$ cat src/rtl/rst_seq_buf.sv
// rst_seq_buf: distributes reset, scan-enable and debug-init to N_CH clusters.
// The reset and debug-init requests are synchronised to rclk, and the
// per-channel resets are then released one channel at a time, lowest index
// first, with STAGGER_CYC cycles between releases.
// Optional build macro SCAN_RST_BYPASS_EN: while se=1, every rst_l_buf bit
// and adbginit_l_buf follow arst_l combinationally, for ATPG control.
//
// state   | meaning
// --------+------------------------------------------------------------
// HOLD    | all channels held in reset, waiting for synchronised rst_l
// STAGGER | releasing channels one at a time, STAGGER_CYC cycles apart
// DONE    | all channels released; stays here until rst_l is re-asserted
module rst_seq_buf #(
    parameter int N_CH        = 4,
    parameter int SYNC_STAGES = 2,
    parameter int STAGGER_CYC = 8
) (
    input  logic            rclk,
    input  logic            arst_l,
    input  logic            rst_l,
    input  logic            se,
    input  logic            adbginit_l,
    output logic [N_CH-1:0] rst_l_buf,
    output logic            se_buf,
    output logic            adbginit_l_buf,
    output logic            seq_done
);

    localparam int CNT_W = $clog2(STAGGER_CYC + 1);
    localparam int IDX_W = $clog2(N_CH + 1);
    localparam logic [CNT_W-1:0] CNT_LAST = CNT_W'(STAGGER_CYC - 1);
    localparam logic [IDX_W-1:0] IDX_LAST = IDX_W'(N_CH - 1);

    typedef enum logic [1:0] {
        HOLD    = 2'd0,
        STAGGER = 2'd1,
        DONE    = 2'd2
    } state_t;

    logic [SYNC_STAGES-1:0] rst_sync_q;
    logic [SYNC_STAGES-1:0] dbg_sync_q;
    logic                   rst_s;
    logic                   dbg_s;

    state_t                 state_q, state_d;
    logic [CNT_W-1:0]       cnt_q, cnt_d;
    logic [IDX_W-1:0]       ch_idx_q, ch_idx_d;
    logic [N_CH-1:0]        rel_q, rel_d;
    logic                   done_q, done_d;
    logic                   dbg_q, dbg_d;

    // Synchronise both asynchronous requests; chains reset to "asserted".
    always_ff @(posedge rclk or negedge arst_l) begin
        if (!arst_l) begin
            rst_sync_q <= '0;
            dbg_sync_q <= '0;
        end else begin
            rst_sync_q <= {rst_sync_q[SYNC_STAGES-2:0], rst_l};
            dbg_sync_q <= {dbg_sync_q[SYNC_STAGES-2:0], adbginit_l};
        end
    end

    assign rst_s = rst_sync_q[SYNC_STAGES-1];
    assign dbg_s = dbg_sync_q[SYNC_STAGES-1];

    // Sequencer state, stagger timer, channel index and registered outputs.
    always_ff @(posedge rclk or negedge arst_l) begin
        if (!arst_l) begin
            state_q  <= HOLD;
            cnt_q    <= '0;
            ch_idx_q <= '0;
            rel_q    <= '0;
            done_q   <= 1'b0;
            dbg_q    <= 1'b0;
        end else begin
            state_q  <= state_d;
            cnt_q    <= cnt_d;
            ch_idx_q <= ch_idx_d;
            rel_q    <= rel_d;
            done_q   <= done_d;
            dbg_q    <= dbg_d;
        end
    end

    // Next-state logic; a synchronised re-assertion beats any pending release.
    always_comb begin
        state_d  = state_q;
        cnt_d    = cnt_q;
        ch_idx_d = ch_idx_q;
        rel_d    = rel_q;
        done_d   = done_q;

        case (state_q)
            HOLD: begin
                rel_d    = '0;
                done_d   = 1'b0;
                cnt_d    = '0;
                ch_idx_d = '0;
                if (rst_s) begin
                    state_d = STAGGER;
                end
            end
            STAGGER: begin
                if (!rst_s) begin
                    state_d  = HOLD;
                    rel_d    = '0;
                    done_d   = 1'b0;
                    cnt_d    = '0;
                    ch_idx_d = '0;
                end else if (cnt_q == CNT_LAST) begin
                    rel_d    = rel_q | (N_CH'(1) << ch_idx_q);
                    cnt_d    = '0;
                    ch_idx_d = ch_idx_q + 1'b1;
                    if (ch_idx_q == IDX_LAST) begin
                        state_d = DONE;
                        done_d  = 1'b1;
                    end
                end else begin
                    cnt_d = cnt_q + 1'b1;
                end
            end
            DONE: begin
                if (!rst_s) begin
                    state_d  = HOLD;
                    rel_d    = '0;
                    done_d   = 1'b0;
                    cnt_d    = '0;
                    ch_idx_d = '0;
                end else begin
                    rel_d  = '1;
                    done_d = 1'b1;
                end
            end
            default: begin
                state_d  = HOLD;
                rel_d    = '0;
                done_d   = 1'b0;
                cnt_d    = '0;
                ch_idx_d = '0;
            end
        endcase
    end

    // Debug-init is only passed through once the sequencer has left HOLD.
    always_comb begin
        dbg_d = dbg_s & (state_d != HOLD);
    end

    assign se_buf   = se;
    assign seq_done = done_q;

`ifdef SCAN_RST_BYPASS_EN
    assign rst_l_buf      = se ? {N_CH{arst_l}} : rel_q;
    assign adbginit_l_buf = se ? arst_l : dbg_q;
`else
    assign rst_l_buf      = rel_q;
    assign adbginit_l_buf = dbg_q;
`endif

endmodule

$ cat config.mk
export PLATFORM = sky130hd
export DESIGN_NAME = rst_seq_buf
export DESIGN_NICKNAME = d
export VERILOG_FILES = /design/src/rtl/rst_seq_buf.sv
export SDC_FILE = /design/constraint.sdc
export NUM_CORES = 1
export LEC_CHECK = 0
export CAP_MARGIN = 20
export CORE_ASPECT_RATIO = 1.25
export CORE_MARGIN = 10
export CORE_UTILIZATION = 57
export CTS_BUF_LIST = sky130_fd_sc_hd__clkbuf_8 sky130_fd_sc_hd__clkbuf_16
export DETAILED_ROUTE_END_ITERATION = 10
export PLACE_DENSITY = 0.8
export SYNTH_ARGS = -nofsm -noshare
export SYNTH_HDL_FRONTEND = slang
export SYNTH_SLANG_ARGS = --single-unit
$ cat constraint.sdc
create_clock -name rclk -period 3.25 [get_ports rclk]
set_clock_uncertainty 0.1 [all_clocks]
set_input_delay 0.65 -clock rclk [delete_from_list [all_inputs] [get_ports rclk]]
set_output_delay 0.65 -clock rclk [all_outputs]
set_load 0.01 [all_outputs]
# [Word-level counts from Yosys, hierarchy flattened]
# Cells that the tools add are included.
[classes] addsub=2 reduce_logical=4 eq_ne=7 shifts=1 n_mux=23 bitwise_logic=2
[ops] op="2-to-1 mux 4 bit" count=6
[ops] op="case mux 4 bit (2 select lines)" count=2
[ops] op="2-to-1 mux 2 bit" count=5
[ops] op="2-to-1 mux 3 bit" count=3
[ops] op="inequality test 3 bit, second input constant" count=2
[ops] op="case mux 2 bit (3 select lines)" count=1
[ops] op="case mux 3 bit (2 select lines)" count=1
[ops] op="adder 4 x 1 -> 4 bit, second input constant" count=1
[ops] op="equality test 4 x 3 -> 1 bit, second input constant" count=1
[ops] op="2-to-1 mux 1 bit" count=4
[ops] op="bitwise OR 4 bit" count=1
[ops] op="AND reduction 2 bit" count=2
[ops] op="<< shifter 1 x 3 -> 4 bit, first input constant" count=1
[ops] op="adder 3 x 1 -> 3 bit, second input constant" count=1
[ops] op="equality test 3 x 2 -> 1 bit, second input constant" count=1
[ops] op="equality test 2 x 1 -> 1 bit, second input constant" count=1
[ops] op="equality test 2 bit, second input constant" count=1
[ops] op="logical NOT 2 bit" count=1
[ops] op="inequality test 2 bit, second input constant" count=1
[ops] op="case mux 1 bit (2 select lines)" count=1
[ops] op="nonzero test 2 bit" count=1
[ops] op="bitwise AND 1 bit" count=1
[totals] reg_bits=19 word_cells=47 in_bits=5 out_inout_bits=7

# [Depth between registers and ports, before layout]
[depth] depth_word=7 mapped_depth=6 depth_no_buf=5

# [Worst setup path after synthesis]
# OpenSTA, ideal clock, no wires.
[synth_timing] kind="register to register" start="register state_q[0]" end="register dbg_q (netlist: adbginit_l_buf)" n_path_buf=0 period_less_slack_ps=1654 path_stages_with_launch=6 path_slack_ps=1596 arrival_ps=1415 t_required_ps=3011 setup_ps=139 cell_sequence="dfrtp_1 > inv_1 > ha_1 > or3b_2 > a32oi_1 > a311oi_1"
[synth_between] elab_chain_cells=6 elab_cells_between_ends=11 classes_between="eq/ne (2); mux (6); bitwise (1); reduce/logical (2)"
[synth_rtl] element="start: declaration" line="45" rtl="state_t state_q, state_d;"
[synth_rtl] element="start signal: assignment" line="76" rtl="state_q <= state_d;"
[synth_rtl] element="2-to-1 mux 2 bit" line="114" rtl="if (ch_idx_q == IDX_LAST) begin"
[synth_rtl] element="2-to-1 mux 2 bit" line="110" rtl="end else if (cnt_q == CNT_LAST) begin"
[synth_rtl] element="2-to-1 mux 2 bit" line="104" rtl="if (!rst_s) begin"
[synth_rtl] element="case mux 2 bit (3 select lines) (*)" line="93" rtl="case (state_q)"
[synth_rtl] element="nonzero test 2 bit (*)" line="146" rtl="dbg_d = dbg_s & (state_d != HOLD);"
[synth_rtl] element="bitwise AND 1 bit (*)" line="146"
[synth_rtl] element="via dbg_d" line="50" rtl="logic dbg_q, dbg_d;"
[synth_rtl] element="end signal: assignment" line="81" rtl="dbg_q <= dbg_d;"
[synth_rtl] element="end: declaration" line="50"
# Mark *: on every way through the listed nets, which the timed path passes. The rest lies on a longest branch.
# A chain may end at the register's enable or synchronous reset.

# [Worst setup path after layout]
[layout_timing] start="register done_q (netlist: seq_done)" end="output seq_done"
[layout_lines] element="start: declaration" line="49" rtl="logic done_q, done_d;"
[layout_lines] element="start signal: assignment" line="80" rtl="done_q <= done_d;"
[layout_lines] element="end: declaration" line="26" rtl="output logic seq_done"
# No word-level cell between the ends.

==> flow_summary.yaml <==
sta:
  slew_violations: 0
  final.period_utilization_pct: 58.3
  finalWorstPathRequiredPeriod_ps: 1900
  final.setup.tns_ps: 0
  max_freq_mhz: 528
  grt_setup_unrepaired: "no"
  slew_at_the_pin_closest_to_its_max_slew_limit_ps: 830
  timing.final.hold_violations: 0
  report.final.setup_viol: 0
  worst_slew_margin_rel_pct: 44.5
setup_path:
  worst_path_dominant_cell_family: "buffers and inverters"
  setup.reg_to_reg.worst_slack_ps: 1390
  r2r_start: "state_q[0]"
  worstReg2RegEnd: "adbginit_l_buf"
  worstPathMaxFanout: 2
  cp_data_required_time_ps: 2500
  crit_path_max_incr_delay_ps: 540
  cp-end-kind: "output pin"
  crit_buf_inv: 1
  worstSetupPathType: "reg2out"
  start_kind: "flop"
  worst_r2r_path_depth: 5
  crit_slowest_cell: "clkdlybuf4s50_1"
  cp_data_arrival_time_ps: 1150
  crit_chain: "clkdlybuf4s50_1"
die:
  design.portCount: 12
  floorplan.core_area_sq_um: 1620
  fp.dieArea_sq_um: 3840
  chipHeight_um: 66.9
  std_cell_rows: 16
  die_w_um: 57.5
  initial_utilization_pct: 61.7
clock_network:
  cts_post_setup_buffers_inserted: 0
  number_of_buffers_created_by_cts: 3
  cts_hold_repair.buffers: 0
  cts.path.max_buffers: 2
  clockRootBuffer: "clkbuf_8"
  path_clk_slew_ps: 70
  clk_latency_ps: 260
  cts_htree_levels: 1
  clock_sinks: 19
  cts_tree: "yes"
  cts_repair_resize_count: 0
place:
  place.detailed.hpwl_um: 1390
  port-buffer-count: 9
  post-place-cells: 120
  gp_congestion: 0.789
synth:
  synth_cell_type_count: 32
  synth_flop_cell: "dfrtp_1"
  synth_edf_count: 0
  synth.cell_area_sq_um: 1000
  yosysTopAreaCellShare_pct: 47.5
  post_synth_inst_count: 98
  yosys.area.top_type: "dfrtp_1"
  synth_sequential_area_ratio_pct: 47.5
  async_reset_ff_share_pct: 100
  synth.yosys.warnings: 0
  syn_nets: 113
  ys_ff_latch: 19
  syn_avg_cell_area_sq_um: 10.2
  post_synth_main_area_contributors: "dfrtp_1, ha_1, inv_1"
routing:
  first_pass_iters: 4
  route.vias.total: 737
  drt.antenna.violating_nets: 0
  via_per_inst: 5.94
  route.detailed.drc: 0
  drt_iter0_markers: 13
  detail_route.wirelength_um: 1840
  wl_per_cell_um: 14.8
global_route:
  vias_in_the_first_global_route: 777
  global_route.usage.total_pct: 10.4
  global_route_met3_utilization_pct: 4.17
  grt_start_max_net_pins: 20
  busiest_layer: "met2"
  antenna_found_initial: 0
  grt_use_met1_pct: 9.75
  use_met2_pct: 18.3
  grt_overflow: 0
  grt_first_pass_wirelength_um: 3210
power_and_ir_drop:
  p_leak_nw: 0.503
  irDropWorstVdd_v: 0.000404
  p_per_area_nw_per_um2: 546
  report.power.total_mw: 0.615
worst_hold_path:
  whs_endpoint: "rst_sync_q[1]"
  hold_path_startpoint: "rst_sync_q[0]"
  hold_path_class: "reg2reg"
  min_delay_path_depth: 0
layout:
  fraction_of_layout_instances_using_a_drive_strength_above_1_pct: 4.72
  area.growth.synth_to_final_pct: 12.6
  layout.nets: 122
  stdcell_count: 124
  antenna-diode-count: 0
run_status:
  status: "completed"
flow_run:
  max-cap-violations: 0
logic make-up (layout without fill, tap and decap cells):
kind of cell	count (synthesis)	in the layout	synth area share [%]
and+or+nand+nor	24	24	13.5
DFF	19	19	47.5
AOI/OAI and AO/OA	27	27	17.7
muxes	1	1	1.00
adders and majority gates	10	10	12.5
buffers and inverters	17	25	7.75
through the flow:
stage	setup WS [ps]	cell area, sq um	hold slack, ps	util [%]
3_5_place_dp	1400	1080	241	66.7
2_1_floorplan	1600	1000	231	-
6_report	1350	1130	253	69.5
4_1_cts	1340	1130	258	69.5
3_3_place_gp	1460	1080	238	66.7
5_1_grt	1230	1130	259	69.5
cell type report:
type,instances,area (sq um)
clock buffer,3,41.3
clock inverter,1,5.00
fill,124,494
inverter,12,45.0
multi-input combinational,62,448
sequential,19,475
tap,18,22.5
timing repair buffer,9,90.1
power by group:
group	internal [mW]	switching (mW)	leakage, nW
clock	0.0853	0.0785	0.0255
combinational	0.0750	0.0909	0.227
sequential	0.264	0.0221	0.251
total	0.424	0.191	0.503
per-layer routing:
layer  routed length, um  vias to the layer above
li1                    -                      357
met1                 765                      353
met2                 892                       22
met3                 140                        5
met4                  42                        0
met5                   0                        -
state kept, by name, indices dropped and copies added, names as in the netlist:
signal          count
adbginit_l_buf      1
ch_idx_q            3
cnt_q               4
dbg_sync_q          2
rst_l_buf           4
rst_sync_q          2
seq_done            1
state_q             2
Yosys cell counts (all sizes together), types with 2 or more instances:
library cell   n
a211oi         4
a21oi          5
and2           3
buf            4
dfrtp         19
ha            10
inv           12
nand2          5
nand4          2
nor2           4
nor2b          3
o21a           2
o21ai          5
o22ai          4
cell usage in the layout (no fill, tap or decap), types with 2 or more instances in the layout:
cell / Yosys / layout
a211oi_1: 4 / 4
a21oi_1: 5 / 5
and2_1: 3 / 3
clkbuf_8: 0 / 3
clkdlybuf4s50_1: 0 / 9
dfrtp_1: 19 / 19
ha_1: 10 / 10
inv_1: 12 / 12
nand2_1: 5 / 5
nand4_1: 2 / 2
nor2_1: 4 / 4
nor2b_1: 3 / 3
o21a_1: 2 / 2
o21ai_0: 5 / 5
o22ai_1: 4 / 4
worst max path at each step:
stage	end	slack (ps)	startpoint	depth (start not counted)
2_1_floorplan	adbginit_l_buf	1600	state_q[0]	5
3_5_place_dp	rst_sync_q[1]	1400	arst_l	1
6_report	seq_done	1350	seq_done	1
5_1_grt	adbginit_l_buf	1230	state_q[0]	5
3_3_place_gp	rst_sync_q[0]	1460	arst_l	1
4_1_cts	rst_l_buf[3]	1340	rst_l_buf[3]	1
Note: power is estimated with default switching activity, not from simulation.
